--- src/rtl/bin_to_bcd_seq.sv ---
// rtl/bin_to_bcd_seq.sv - sequential shift-add-3 binary-to-BCD converter, valid/ready on both sides
module bin_to_bcd_seq #(
  parameter int BIN_W  = 14,
  parameter int DIGITS = 4,
  parameter int SIGNED = 0
) (
  input  logic                  clk,
  input  logic                  rst,
  input  logic                  in_valid,
  output logic                  in_ready,
  input  logic [BIN_W-1:0]      bin,
  output logic                  out_valid,
  input  logic                  out_ready,
  output logic [4*DIGITS-1:0]   out_bcd,
  output logic                  sign,
  output logic                  overflow,
  output logic [DIGITS-1:0]     blank_mask
);

  localparam int CW = $clog2(BIN_W);
  localparam int BW = 4 * DIGITS;

  typedef enum logic [1:0] {IDLE, CONV, DONE} state_e;

  state_e            state_q, state_d;
  logic [BIN_W-1:0]  mag_q, mag_d;
  logic [BW-1:0]     bcd_q, bcd_d;
  logic [BW-1:0]     adj;
  logic              sign_q, sign_d;
  logic              ovf_q, ovf_d;
  logic              fin_q, fin_d;
  logic [CW-1:0]     cnt_q, cnt_d;
  logic [BIN_W-1:0]  neg_bin;
  logic              is_neg;
  logic              zero_run;

  assign neg_bin = ~bin + 1'b1;
  assign is_neg  = (SIGNED != 0) && bin[BIN_W-1];

  always_comb begin
    adj = bcd_q;
    for (int i = 0; i < DIGITS; i++) begin
      adj[4*i +: 4] = (bcd_q[4*i +: 4] > 4'd4) ? bcd_q[4*i +: 4] + 4'd3 : bcd_q[4*i +: 4];
    end
  end

  always_comb begin
    state_d = state_q;
    mag_d   = mag_q;
    bcd_d   = bcd_q;
    sign_d  = sign_q;
    ovf_d   = ovf_q;
    fin_d   = fin_q;
    cnt_d   = cnt_q;
    case (state_q)
      IDLE: begin
        if (in_valid) begin
          mag_d   = is_neg ? neg_bin : bin;
          sign_d  = is_neg;
          bcd_d   = '0;
          ovf_d   = 1'b0;
          fin_d   = 1'b0;
          cnt_d   = CW'(BIN_W - 1);
          state_d = CONV;
        end
      end
      CONV: begin
        // after the last shift, one settle cycle before presenting the result
        if (fin_q) begin
          fin_d   = 1'b0;
          state_d = DONE;
        end else begin
          bcd_d = {adj[BW-2:0], mag_q[cnt_q]};
          if (adj[BW-1]) ovf_d = 1'b1;
          if (cnt_q == '0) fin_d = 1'b1;
          else             cnt_d = cnt_q - 1'b1;
        end
      end
      DONE: begin
        if (out_ready) state_d = IDLE;
      end
      default: state_d = IDLE;
    endcase
  end

  always_ff @(posedge clk or negedge rst) begin
    if (!rst) begin
      state_q <= IDLE;
      mag_q   <= '0;
      bcd_q   <= '0;
      sign_q  <= 1'b0;
      ovf_q   <= 1'b0;
      fin_q   <= 1'b0;
      cnt_q   <= '0;
    end else begin
      state_q <= state_d;
      mag_q   <= mag_d;
      bcd_q   <= bcd_d;
      sign_q  <= sign_d;
      ovf_q   <= ovf_d;
      fin_q   <= fin_d;
      cnt_q   <= cnt_d;
    end
  end

  assign in_ready  = (state_q == IDLE);
  assign out_valid = (state_q == DONE);
  assign out_bcd   = bcd_q;
  assign sign      = sign_q;
  assign overflow  = ovf_q;

  // digit 0 is never blanked so a zero result still shows one "0"
  always_comb begin
    zero_run   = 1'b1;
    blank_mask = '0;
    for (int i = DIGITS - 1; i >= 1; i--) begin
      zero_run      = zero_run && (bcd_q[4*i +: 4] == 4'd0);
      blank_mask[i] = zero_run;
    end
  end

endmodule
--- config.mk ---
export PLATFORM = sky130hd
export DESIGN_NAME = bin_to_bcd_seq
export DESIGN_NICKNAME = d
export VERILOG_FILES = /design/src/rtl/bin_to_bcd_seq.sv
export SDC_FILE = /design/constraint.sdc
export NUM_CORES = 1
export LEC_CHECK = 0
export ABC_AREA = 1
export ABC_CLOCK_PERIOD_IN_PS = 2800
export CORE_MARGIN = 3
export CORE_UTILIZATION = 42
export DETAILED_ROUTE_END_ITERATION = 12
export PLACE_DENSITY = 0.66
export SYNTH_ARGS = -nofsm -noshare
export SYNTH_HDL_FRONTEND = slang
export SYNTH_SLANG_ARGS = --single-unit
--- constraint.sdc ---
create_clock -name clk -period 2.8 [get_ports clk]
set_clock_uncertainty 0.05 [all_clocks]
set_input_delay 0.56 -clock clk [delete_from_list [all_inputs] [get_ports clk]]
set_output_delay 0.56 -clock clk [all_outputs]
set_load 0.005 [all_outputs]
---- Word level (Yosys, flattened, before mapping) ----
Cells that the tools add are included.
word-level totals
  bits in registers ....................... 38
  latch bits .............................. 0
  memory bits (writable) .................. 0
  ROM bits ................................ 0
  bits of input ports ..................... 18
  output and inout port bits .............. 24
  word-level logic and storage cells ...... 62
  memories ................................ 0
operators by class
  add/subtract/negate cells ............... 5
  multiply operators ...................... 0
  div/mod/pow operators ................... 0
  magnitude comparators ................... 5
  eq/ne operators ......................... 8
  shift operators ......................... 0
  mux-type cells .......................... 24
  bitwise gates (word level) .............. 0
  reductions and logical operators ........ 14
operators by type and width
  kind                                                           count
  two-way mux 16 bit                                             2
  case mux 16 bit (2 select lines)                               1
  two-way mux 4 bit                                              7
  adder 4 x 2 -> 4 bit, second input constant                    4
  greater-than comparator 4 x 3 -> 1 bit, second input constant  4
  logical NOT 4 bit                                              4
  inequality test 2 bit, second input constant                   5
  case mux 4 bit (2 select lines)                                1
  AND reduction 4 bit                                            2
  two-way mux 1 bit                                              6
  two-way mux 2 bit                                              3
  case mux 2 bit (3 select lines)                                1
  AND reduction 3 bit                                            2
  < comparator 4 x 5 -> 1 bit, second input constant             1
  binary-select mux 1 bit (select 4 bit)                         1
  case mux 1 bit (2 select lines)                                2
  AND reduction 2 bit                                            2
  subtractor 4 x 1 -> 4 bit, second input constant               1
  == test 2 x 1 -> 1 bit, second input constant                  1
  == test 2 bit, second input constant                           1
  logical AND 1 bit                                              2
  logical NOT 2 bit                                              1
  inequality test 2 x 1 -> 1 bit, second input constant          1
  nonzero test 2 bit                                             1

---- Longest topological paths before layout ----
  depth in word-level cells ............... 5
  mapped depth ............................ 9
  gate-level depth less buffers ........... 8

---- Least setup slack after synthesis ----
No wires, ideal clock.
  path type ............................... reg-to-output
  start point ............................. reg bcd_q[12] (netlist: out_bcd[12])
  end point ............................... out blank_mask[1]
  arrival time ............................ 1.196 ns
  required time ........................... 2.190 ns
  setup slack ............................. 0.994 ns
  cell stages (with the launch flop) ...... 8
  buffers on the path ..................... 1
  cell sequence ........................... dfrtp_1 -> inv_1 -> ha_1 -> nand2_1 -> nor2_1 -> nand3_1 -> nor3_1 -> buf_4
between the ends
  longest elaborated chain between the ends .. 3
RTL lines
  what                             line  text
  start: declaration               27    logic [BW-1:0] bcd_q, bcd_d;
  start signal: assignment         90    bcd_q <= '0;
  start signal: assignment         98    bcd_q <= bcd_d;
  logical NOT 4 bit                117   zero_run = zero_run && (bcd_q[4*i +: 4] == 4'd0);
  net blank_mask[3]                17    output logic [DIGITS-1:0] blank_mask
  logical AND 1 bit (2 in series)  117
  end: declaration                 17
The timed path passes the listed nets, and every way through them passes these cells.

---- Worst setup path in the final report ----
  start point ............................. reg bcd_q[12] (netlist: out_bcd[12])
  end point ............................... out blank_mask[1]
between the ends
  longest elaborated chain between the ends .. 3
RTL lines
  what                             line
  logical NOT 4 bit                117
  logical AND 1 bit (2 in series)  117
No other way between the ends.

==> flow_summary.ini <==
[status]
status = finished, final reports clean

[cts]
cts-root-buf = clkbuf_8
cts_resized = 0
clk_pin_slew_ps = 70
cts_made_buffers = 5
holdBufCountCts = 0
cts_tree = yes
cts.sinks = 38
htreeDepth = 2
cts_setup_buffers = 0
clock_latency_ps = 290
cts_buffer_depth = 2

[final_layout]
synthToLayoutAreaGrowth_pct = 23.34
final_nets = 320
antenna_cells = 0
postLayoutCoreUtil_pct = 55.85
fillers = 443
layout-drive-gt1-share_pct = 7.432

[power_and_ir_drop]
power.leakage_nw = 1.217
peakVddDrop_mv = 0.4577
powerDensity_mw_per_mm2 = 1182

[logic_synthesis]
synthTopCellsByCount = nand2_1 (64), dfrtp_1 (38), inv_1 (38), o21ai_0 (25), nand3_1 (19)
syn_inst = 257
yosys.area.top_type = dfrtp_1
synth_area_per_cell_um2 = 7.989
synth_ff_type = dfrtp_1
syn_area_mm2 = 0.002053
synthTopCellsByArea = dfrtp_1 (46%), nand2_1 (12%), inv_1 (6.9%)
ys_async_sr_fraction_pct = 100.0
ys_types = 28
synth_enable_flop_cells = 0
ys_seq_elements = 38
yosysWarnings = 0
synth_top_area_share_pct = 46.31
post-synth-top-count-cell = nand2_1
ys_seq_area_share_pct = 46.31

[grt]
grt_max_degree = 39
grt_usage_pct = 15.87
grt_pass1_vias = 1658
grt_overflow = 0
antenna_found_initial = 0
grt_pass1_wl_um = 7472

[place]
io_buffers = 39
gp_congestion = 0.8527
dp_hpwl_um = 3038

[drt]
vias = 1722
dr.pass1.iters = 4
wl_per_cell_um = 11.81
drt-initial-drc-count = 81
detail-route-antenna-nets = 0
drt-total-wl_um = 4262
drc = 0
via_per_inst = 4.770

[critical_path]
cp_max_fo = 4
end_kind = output port
cp_slowest_stage_delay_ps = 520
r2r_start = out_bcd[9]
crit_start = out_bcd[12]
cp_cell_sequence = inv_1 -> ha_1 -> nand2_1 -> nor2_1 -> nand3_1 -> nor3_1 -> clkdlybuf4s50_1
start_kind = flop
worstPathArrival_ps = 1990
critPathRequiredTime_ps = 2190
cpMaxStageDelayCell = clkdlybuf4s50_1
path_class = reg2out

[floorplanning]
fp.coreArea_mm2 = 0.004534
dieArea_mm2 = 0.005764
die_h_um = 75.92
ioPinCount = 42
num_rows = 24
die_w_um = 75.92
initial_core_util_pct = 45.28

[timing]
maxSlewHeadroom_pct = 42.91
min_period_ps = 2598
fmax_ghz = 0.3850
setup_tns_ps = 0
drv_slew = 0
setup_viol = 0
rsz0062_at_grt = false
fin_crit_sh_pct = 92.77
tightest_slew_ps = 856.3
hold_viol = 0

[hold_path]
min_path_type = in2async

[flow_run]
cap_violations = 0
==> stage by stage <==
stage	worst slack (ps)	cells	power, W	instance area (um2)	hold slack, ps
3_3_place_gp	542.7	354	0.002623	2456	419.5
5_1_grt	26.70	361	0.003309	2532	395.7
3_5_place_dp	510.2	354	0.002654	2456	420.5
4_1_cts	185.9	361	0.003026	2532	363.9
2_1_floorplan	993.8	258	0.002145	2057	214.4
6_report	202.5	361	0.002993	2532	330.3
==> critical path, delay by kind of cell (launching register included) <==
kind                     cells  cell delay [ps]
flip-flops                   1              400
adder cells (fa/ha/maj)      1              170
buffers and inverters        2              620
AND/OR/NAND/NOR              4              510
==> report_power, final <==
part           switching [W]  internal, W
logic               0.000937     0.000695
registers           0.000196     0.000814
clock network       0.000180     0.000171
==> metal layers <==
metal	up-vias	track usage [%]	wire (um)	part of all wire, %
li1	894	-	-	-
met4	0	5.797	41	0.96
met1	791	20.24	2094	49
met3	4	4.502	185	4.3
met2	33	25.71	1941	46
met5	-	0	0	0
==> logic make-up (layout without fill, tap and decap cells) <==
| family | count (synthesis) | count (layout) | share of synthesized area (%) |
|---|---|---|---|
| fa+ha+maj | 6 | 6 | 3.656 |
| simple gates | 110 | 110 | 23.95 |
| buf+inv | 49 | 87 | 10.79 |
| compound gates | 50 | 50 | 13.83 |
| other cells | 1 | 2 | 0.1826 |
| flops | 38 | 38 | 46.31 |
| xor+xnor | 3 | 3 | 1.280 |
==> area by class of cell <==
cell class / instances / area, um2 / area share (%)
inverters: 41 / 153.9 / 6.077
clock buffers: 7 / 76.32 / 3.014
multi-input cells: 171 / 884.6 / 34.93
flip-flops and latches: 38 / 950.9 / 37.55
well taps: 65 / 81.33 / 3.211
repair buffers: 39 / 385.4 / 15.22
==> registers in the layout, summed over array words and instances, names as in the netlist <==
signal    count
state_q       2
mag_q        14
fin_q         1
out_bcd      16
overflow      1
cnt_q         4
==> final timing paths <==
| path | to | slack (ps) | cells after the start |
|---|---|---|---|
| worst max-delay path | blank_mask[1] | 200 | 7 |
| worst min-delay path | out_bcd[14] | 330 | 1 |
| worst max register to register | out_bcd[10] | 1250 | 6 |
| worst min register to register | mag_q[5] | 430 | 2 |
| max in group asynchronous | out_bcd[6] | 1830 | 1 |
| min in group clk | mag_q[5] | 430 | 2 |
==> cell usage in the layout, fill, tap and decap left out, types with 2 or more instances in the layout <==
| master | netlist | layout |
|---|---|---|
| clkdlybuf4s50_1 | 0 | 38 |
| o211ai_1 | 3 | 3 |
| inv_1 | 38 | 38 |
| nor2_2 | 2 | 2 |
| o22ai_1 | 7 | 7 |
| o21ai_1 | 6 | 6 |
| xor2_1 | 3 | 3 |
| o21ai_0 | 25 | 25 |
| clkbuf_8 | 1 | 5 |
| dfrtp_1 | 38 | 38 |
| inv_2 | 3 | 3 |
| nor2_1 | 16 | 16 |
| conb_1 | 1 | 2 |
| nand3_1 | 19 | 19 |
| clkbuf_1 | 0 | 2 |
| a21oi_1 | 4 | 4 |
| nand2_1 | 64 | 64 |
| nand2_4 | 4 | 4 |
| ha_1 | 6 | 6 |
| o21ai_2 | 3 | 3 |
Note: power is estimated with default switching activity, not from simulation.
